$ cat src/rtl/mem_arbiter_if.sv
// Bus bundle between the CPU/DMA requesters, the shared RAM and mem_arbiter.
// The arbiter takes the slave view; the requesters and RAM take the master view.
interface mem_arbiter_if;
    logic [1:0]  cpu_cmd;
    logic [8:0]  cpu_addr;
    logic [15:0] cpu_wdata;
    logic        cpu_grant;
    logic        cpu_rvalid;
    logic [1:0]  dma_cmd;
    logic [8:0]  dma_addr;
    logic [15:0] dma_wdata;
    logic        dma_grant;
    logic        dma_rvalid;
    logic [1:0]  mem_cmd;
    logic [8:0]  mem_addr;
    logic [15:0] mem_wdata;
    logic [15:0] mem_rdata;

    modport slave (
        input  cpu_cmd, cpu_addr, cpu_wdata,
        input  dma_cmd, dma_addr, dma_wdata,
        input  mem_rdata,
        output cpu_grant, cpu_rvalid, dma_grant, dma_rvalid,
        output mem_cmd, mem_addr, mem_wdata
    );

    modport master (
        output cpu_cmd, cpu_addr, cpu_wdata,
        output dma_cmd, dma_addr, dma_wdata,
        output mem_rdata,
        input  cpu_grant, cpu_rvalid, dma_grant, dma_rvalid,
        input  mem_cmd, mem_addr, mem_wdata
    );
endinterface

$ cat src/rtl/mem_arbiter.sv
// Two-port (CPU/DMA) arbiter for a single shared RAM with bounded hold and preemption.
// Optional MEM_ARB_RR_EN: round-robin tie-break in IDLE; otherwise ties go to the CPU.
module mem_arbiter #(
    parameter int MAX_HOLD = 8    // legal range 2..15
) (
    input  logic         clk,
    input  logic         reset,
    mem_arbiter_if.slave bus
);
    localparam logic [1:0] MNONE  = 2'b00;
    localparam logic [1:0] MREAD  = 2'b01;
    localparam logic [1:0] MWRITE = 2'b10;
    localparam logic [3:0] HOLD_LAST = 4'(MAX_HOLD - 1);

    typedef enum logic [1:0] {
        IDLE    = 2'b00,
        OWN_CPU = 2'b01,
        OWN_DMA = 2'b10
    } state_t;

    state_t      state_r;
    state_t      state_next_s;
    logic [3:0]  hold_cnt_r;
    logic        last_owner_r;    // 1'b1 = DMA, 1'b0 = CPU
    logic        cpu_req_s;
    logic        dma_req_s;
    logic        tie_cpu_s;
    logic        cpu_rvalid_r;
    logic        dma_rvalid_r;
    logic [1:0]  mem_cmd_s;
    logic [8:0]  mem_addr_s;
    logic [15:0] mem_wdata_s;

    function automatic logic is_req(input logic [1:0] cmd);
        return (cmd == MREAD) || (cmd == MWRITE);
    endfunction

    // Encoding 2'b11 is never allowed onto the RAM command bus.
    function automatic logic [1:0] clean_cmd(input logic [1:0] cmd);
        return (cmd == 2'b11) ? MNONE : cmd;
    endfunction

    assign cpu_req_s = is_req(bus.cpu_cmd);
    assign dma_req_s = is_req(bus.dma_cmd);

    // Tie-break selection for simultaneous requests seen in IDLE.
    always_comb begin
`ifdef MEM_ARB_RR_EN
        tie_cpu_s = last_owner_r;
`else
        tie_cpu_s = 1'b1;
`endif
    end

    // Next-state logic: grant, hand over without bubble, or preempt at hold limit.
    always_comb begin
        state_next_s = state_r;
        case (state_r)
            IDLE: begin
                if (cpu_req_s && dma_req_s) begin
                    state_next_s = tie_cpu_s ? OWN_CPU : OWN_DMA;
                end else if (cpu_req_s) begin
                    state_next_s = OWN_CPU;
                end else if (dma_req_s) begin
                    state_next_s = OWN_DMA;
                end else begin
                    state_next_s = IDLE;
                end
            end
            OWN_CPU: begin
                if (!cpu_req_s) begin
                    state_next_s = dma_req_s ? OWN_DMA : IDLE;
                end else if (dma_req_s && (hold_cnt_r == HOLD_LAST)) begin
                    state_next_s = OWN_DMA;
                end else begin
                    state_next_s = OWN_CPU;
                end
            end
            OWN_DMA: begin
                if (!dma_req_s) begin
                    state_next_s = cpu_req_s ? OWN_CPU : IDLE;
                end else if (cpu_req_s && (hold_cnt_r == HOLD_LAST)) begin
                    state_next_s = OWN_CPU;
                end else begin
                    state_next_s = OWN_DMA;
                end
            end
            default: state_next_s = IDLE;
        endcase
    end

    // RAM-side mux driven from the registered owner; the loser never reaches the RAM.
    always_comb begin
        mem_cmd_s   = MNONE;
        mem_addr_s  = 9'h000;
        mem_wdata_s = 16'h0000;
        case (state_r)
            OWN_CPU: begin
                mem_cmd_s   = clean_cmd(bus.cpu_cmd);
                mem_addr_s  = bus.cpu_addr;
                mem_wdata_s = bus.cpu_wdata;
            end
            OWN_DMA: begin
                mem_cmd_s   = clean_cmd(bus.dma_cmd);
                mem_addr_s  = bus.dma_addr;
                mem_wdata_s = bus.dma_wdata;
            end
            default: begin
                mem_cmd_s   = MNONE;
                mem_addr_s  = 9'h000;
                mem_wdata_s = 16'h0000;
            end
        endcase
    end

    // State, hold counter, last owner and read-valid registers.
    always_ff @(posedge clk) begin
        if (reset) begin
            state_r      <= IDLE;
            hold_cnt_r   <= 4'h0;
            last_owner_r <= 1'b1;
            cpu_rvalid_r <= 1'b0;
            dma_rvalid_r <= 1'b0;
        end else begin
            state_r <= state_next_s;
            if ((state_next_s != state_r) && (state_next_s != IDLE)) begin
                hold_cnt_r   <= 4'h0;
                last_owner_r <= (state_next_s == OWN_DMA);
            end else begin
                last_owner_r <= last_owner_r;
                if ((state_r != IDLE) && (hold_cnt_r != 4'hF)) begin
                    hold_cnt_r <= hold_cnt_r + 4'h1;
                end else begin
                    hold_cnt_r <= hold_cnt_r;
                end
            end
            // A read in the final owned cycle still reports, even after handover.
            cpu_rvalid_r <= (state_r == OWN_CPU) && (mem_cmd_s == MREAD);
            dma_rvalid_r <= (state_r == OWN_DMA) && (mem_cmd_s == MREAD);
        end
    end

    assign bus.cpu_grant  = (state_r == OWN_CPU);
    assign bus.dma_grant  = (state_r == OWN_DMA);
    assign bus.cpu_rvalid = cpu_rvalid_r;
    assign bus.dma_rvalid = dma_rvalid_r;
    assign bus.mem_cmd    = mem_cmd_s;
    assign bus.mem_addr   = mem_addr_s;
    assign bus.mem_wdata  = mem_wdata_s;
endmodule

$ cat src/flat_wrapper.sv
// flat-port wrapper written by rule: the top's interface ports become plain ports
module mem_arbiter_flat 
#(
    parameter int MAX_HOLD = 8                        
)
  (clk, reset, bus_cpu_cmd, bus_cpu_addr, bus_cpu_wdata, bus_dma_cmd, bus_dma_addr, bus_dma_wdata, bus_mem_rdata, bus_cpu_grant, bus_cpu_rvalid, bus_dma_grant, bus_dma_rvalid, bus_mem_cmd, bus_mem_addr, bus_mem_wdata);
  mem_arbiter_if bus_i ();
  input  logic clk;
  input  logic reset;
  input wire logic [$bits(bus_i.cpu_cmd)-1:0] bus_cpu_cmd;
  input wire logic [$bits(bus_i.cpu_addr)-1:0] bus_cpu_addr;
  input wire logic [$bits(bus_i.cpu_wdata)-1:0] bus_cpu_wdata;
  input wire logic [$bits(bus_i.dma_cmd)-1:0] bus_dma_cmd;
  input wire logic [$bits(bus_i.dma_addr)-1:0] bus_dma_addr;
  input wire logic [$bits(bus_i.dma_wdata)-1:0] bus_dma_wdata;
  input wire logic [$bits(bus_i.mem_rdata)-1:0] bus_mem_rdata;
  output wire logic [$bits(bus_i.cpu_grant)-1:0] bus_cpu_grant;
  output wire logic [$bits(bus_i.cpu_rvalid)-1:0] bus_cpu_rvalid;
  output wire logic [$bits(bus_i.dma_grant)-1:0] bus_dma_grant;
  output wire logic [$bits(bus_i.dma_rvalid)-1:0] bus_dma_rvalid;
  output wire logic [$bits(bus_i.mem_cmd)-1:0] bus_mem_cmd;
  output wire logic [$bits(bus_i.mem_addr)-1:0] bus_mem_addr;
  output wire logic [$bits(bus_i.mem_wdata)-1:0] bus_mem_wdata;
  assign bus_i.cpu_cmd = bus_cpu_cmd;
  assign bus_i.cpu_addr = bus_cpu_addr;
  assign bus_i.cpu_wdata = bus_cpu_wdata;
  assign bus_i.dma_cmd = bus_dma_cmd;
  assign bus_i.dma_addr = bus_dma_addr;
  assign bus_i.dma_wdata = bus_dma_wdata;
  assign bus_i.mem_rdata = bus_mem_rdata;
  assign bus_cpu_grant = bus_i.cpu_grant;
  assign bus_cpu_rvalid = bus_i.cpu_rvalid;
  assign bus_dma_grant = bus_i.dma_grant;
  assign bus_dma_rvalid = bus_i.dma_rvalid;
  assign bus_mem_cmd = bus_i.mem_cmd;
  assign bus_mem_addr = bus_i.mem_addr;
  assign bus_mem_wdata = bus_i.mem_wdata;
  mem_arbiter #(.MAX_HOLD(MAX_HOLD)) u_core (.clk(clk), .reset(reset), .bus(bus_i));
endmodule
$ cat config.mk
export PLATFORM = sky130hd
export DESIGN_NAME = mem_arbiter_flat
export DESIGN_NICKNAME = d
export VERILOG_FILES = /design/src/rtl/mem_arbiter_if.sv /design/src/rtl/mem_arbiter.sv /design/src/flat_wrapper.sv
export SDC_FILE = /design/constraint.sdc
export NUM_CORES = 1
export LEC_CHECK = 0
export ABC_AREA = 1
export CORE_ASPECT_RATIO = 1.4
export CORE_MARGIN = 2
export CORE_UTILIZATION = 25
export DETAILED_ROUTE_END_ITERATION = 16
export GPL_TIMING_DRIVEN = 0
export PLACE_DENSITY = 0.77
export SETUP_SLACK_MARGIN = 0.05
export SLEW_MARGIN = 20
export SYNTH_ARGS = -nofsm -noshare
export SYNTH_HDL_FRONTEND = slang
export SYNTH_SLANG_ARGS = --single-unit
export TNS_END_PERCENT = 5
$ cat constraint.sdc
create_clock -name clk -period 1.3 [get_ports clk]
set_clock_uncertainty 0.05 [all_clocks]
set_input_delay 0.195 -clock clk [delete_from_list [all_inputs] [get_ports clk]]
set_output_delay 0.195 -clock clk [all_outputs]
set_load 0.03 [all_outputs]
==> reports/results.ini <==
[clock_tree]
cts_buffer_depth=2
root_buffer=clkbuf_8
cts_buffers=3
clkTransAtPathRegs_ps=40
cts_tree=yes
clk_latency_ps=220
ctsHtreeMaxLevel=1
cts.sinks=8

[setup_path]
start_kind=flip-flop
cp.required_ps=1050
end_kind=primary output
crit_type=flip-flop to primary output
rrSetupSlack_ps=-310
r2r_end=u_core.hold_cnt_r[1]$_SDFFE_PP0P_
r2r_cells=10
critPathArrivalTime_ps=1510
crit_path_max_fanout=7
reg2reg_from=u_core.state_r[0]$_SDFF_PP0_

[power]
p_per_area_nw_per_um2=645
ir_drop_uv=829
total_power_mw=1.68
p_leak_nw=0.950

[layout]
fin_util_pct=72.6
diodes=0
nFillCells=287
layout_commonest_cell=clkdlybuf4s50_1
final_cell_mix=clkdlybuf4s50_1, nand2_1, buf_6
drive_above_1_share_pct=48.5
multi_input_area_sq_um=1080
flow.area_growth_from_synthesis_pct=182
layout.nets=347
regArea_sq_um=168

[drt]
avgViaCountPerCell=4.66
drc=0
vias=1425
ant_nets=0
wl_um=3930
routedWlPerCell_um=12.8
drt_pass1_iterations=4
first_iter_violations=29

[grt]
grt_max_degree=11
grt_pass1_vias=1342
grt_overflow_total=0
grtUsageMet2_pct=36.8
gr-usage-met1_pct=16.9
grt_usage_pct=17.0
grt_pass1_wl_um=5860
busiest_layer=met2
antenna_found_initial=0
grtUsageMet3_pct=3.23

[logic_synthesis]
synth_nets=244
netlist_area_sq_um=922
yosysWarnings=0
synth_seq_area_share_pct=17.4
ys_types=26
muxShareOfSynthArea_pct=1.22
synth_compound_area_share_pct=18.5
synth_cells=163
synth_top_family_by_area=simple AND/OR/NAND/NOR gates
ys_ff_latch=8
yosys.area_share.simple_pct=38.3
synth_fa_ha_area_share_pct=12.2
avgSynthCellArea_sq_um=5.66
synth-xor-area-share_pct=1.90

[floorplanning]
initial_core_util_pct=25.8
die_y_um=75.9
io_pins=103
coreArea_sq_um=3580
die_w_um=55.3
die_area_sq_um=4200
rows=26

[timing]
drv_slew=0
finalCritPeriodShare_pct=135
layout_min_cycle_time_ps=1750
fmax_mhz=571
finalHoldViolations=0
relSlewSlack_pct=80.1
finalSetupTns_ps=-13210
layout_setup_ws_ps=-451
rsz0062_at_grt=yes
tightest_slew_ps=299
setup_violations=36

[hold_path]
worstHoldEndpoint=u_core.hold_cnt_r[0]$_SDFFE_PP0P_
hold_class=flip-flop to flip-flop
hold_path.startpoint=u_core.hold_cnt_r[0]$_SDFFE_PP0P_
hold_depth=2

[placed_design]
dp_hpwl_um=2940
place_congestion=0.798
port_buffers=86

[run_status]
violations=setup timing
status=complete, but fails checks

[job]
cap_violations=0

## cell usage after synthesis, drive strengths merged
cell type	count	area share (%)
a21oi	29	16
a22o	1	0.95
buf	6	3.1
clkbuf	2	0.81
clkinv	2	0.95
dfxtp	8	17
ha	9	12
inv	14	5.7
mux2	1	1.2
nand2	67	28
nand3	5	2.7
nand4	1	0.68
nor2	11	4.7
nor3	1	0.54
nor3b	1	0.81
o21ai	1	0.54
o21bai	1	0.81
or2	1	0.68
xor2	2	1.9
## where the power goes
group          switching [mW]  internal (mW)  total (mW)
Sequential             0.0194          0.258       0.278
Clock                  0.0878          0.200       0.288
Combinational           0.561          0.550        1.11
## worst max-delay path by stage
stage                                      start                                end  slack [ps]  depth (start not counted)
finish              u_core.state_r[0]$_SDFF_PP0_                     bus_mem_cmd[0]        -450                          7
global route        u_core.state_r[0]$_SDFF_PP0_                     bus_mem_cmd[0]        -510                          7
CTS                 u_core.state_r[0]$_SDFF_PP0_                   bus_mem_wdata[0]        -460                          7
detailed placement  u_core.state_r[1]$_SDFF_PP0_                   bus_mem_wdata[3]        -830                          6
global placement    u_core.state_r[1]$_SDFF_PP0_                   bus_mem_wdata[3]        -820                          6
floorplan           u_core.state_r[1]$_SDFF_PP0_  u_core.hold_cnt_r[0]$_SDFFE_PP0P_        -190                         11
## layout make-up
type	count	share of cell area (%)
Buffer	8	5.78
Clock buffer	3	1.59
Inverter	16	3.04
Multi-Input combinational cell	131	41.6
Sequential cell	8	6.46
Tap cell	42	2.02
Timing Repair Buffer	98	39.5
## worst max-delay path: stages (launching register included)
cell and delay [ps]:
dfxtp_4 370, buf_6 100, ha_4 170, buf_8 150
buf_4 120, nand2_2 60, a21oi_4 150, buf_6 150
## metrics by stage
step,worst slack (ps),instance area [sq um],hold WS [ps],cells
floorplan,-194,1320,210,163
global placement,-825,2230,494,291
detailed placement,-831,2230,509,291
finish,-451,2600,554,306
CTS,-461,2470,554,302
global route,-514,2600,584,306
## cells by family (layout without fill, tap and decap cells)
logic type / count (synthesis) / in the layout
buffers and inverters: 24 / 125
AOI/OAI and AO/OA: 32 / 32
and+or+nand+nor: 87 / 87
muxes: 1 / 1
DFF: 8 / 8
adders and majority gates: 9 / 9
xor gates and xnor gates: 2 / 2
## registers in the layout (all words and copies together) (netlist names)
register	cells
u_core.state_r	2
u_core.bus.dma_rvalid	1
u_core.hold_cnt_r	4
u_core.bus.cpu_rvalid	1
## per-layer routing
layer,part of all wire (%),vias up,wire [um]
li1,-,716,-
met1,35,662,1390
met2,59,43,2320
met3,4.9,4,191
met4,0.74,0,29
met5,0,-,0
## repair_timing
| action | CTS | global route |
|---|---|---|
| cloned | 1 | 3 |
| hold buffers | 0 | 0 |
| pin swaps | 7 | 3 |
| gates resized for setup | 219 | 28 |
| buffers inserted | 7 | 1 |
| endpoints found under the setup margin | 39 | 37 |
Power figures use the tool's default switching activity.
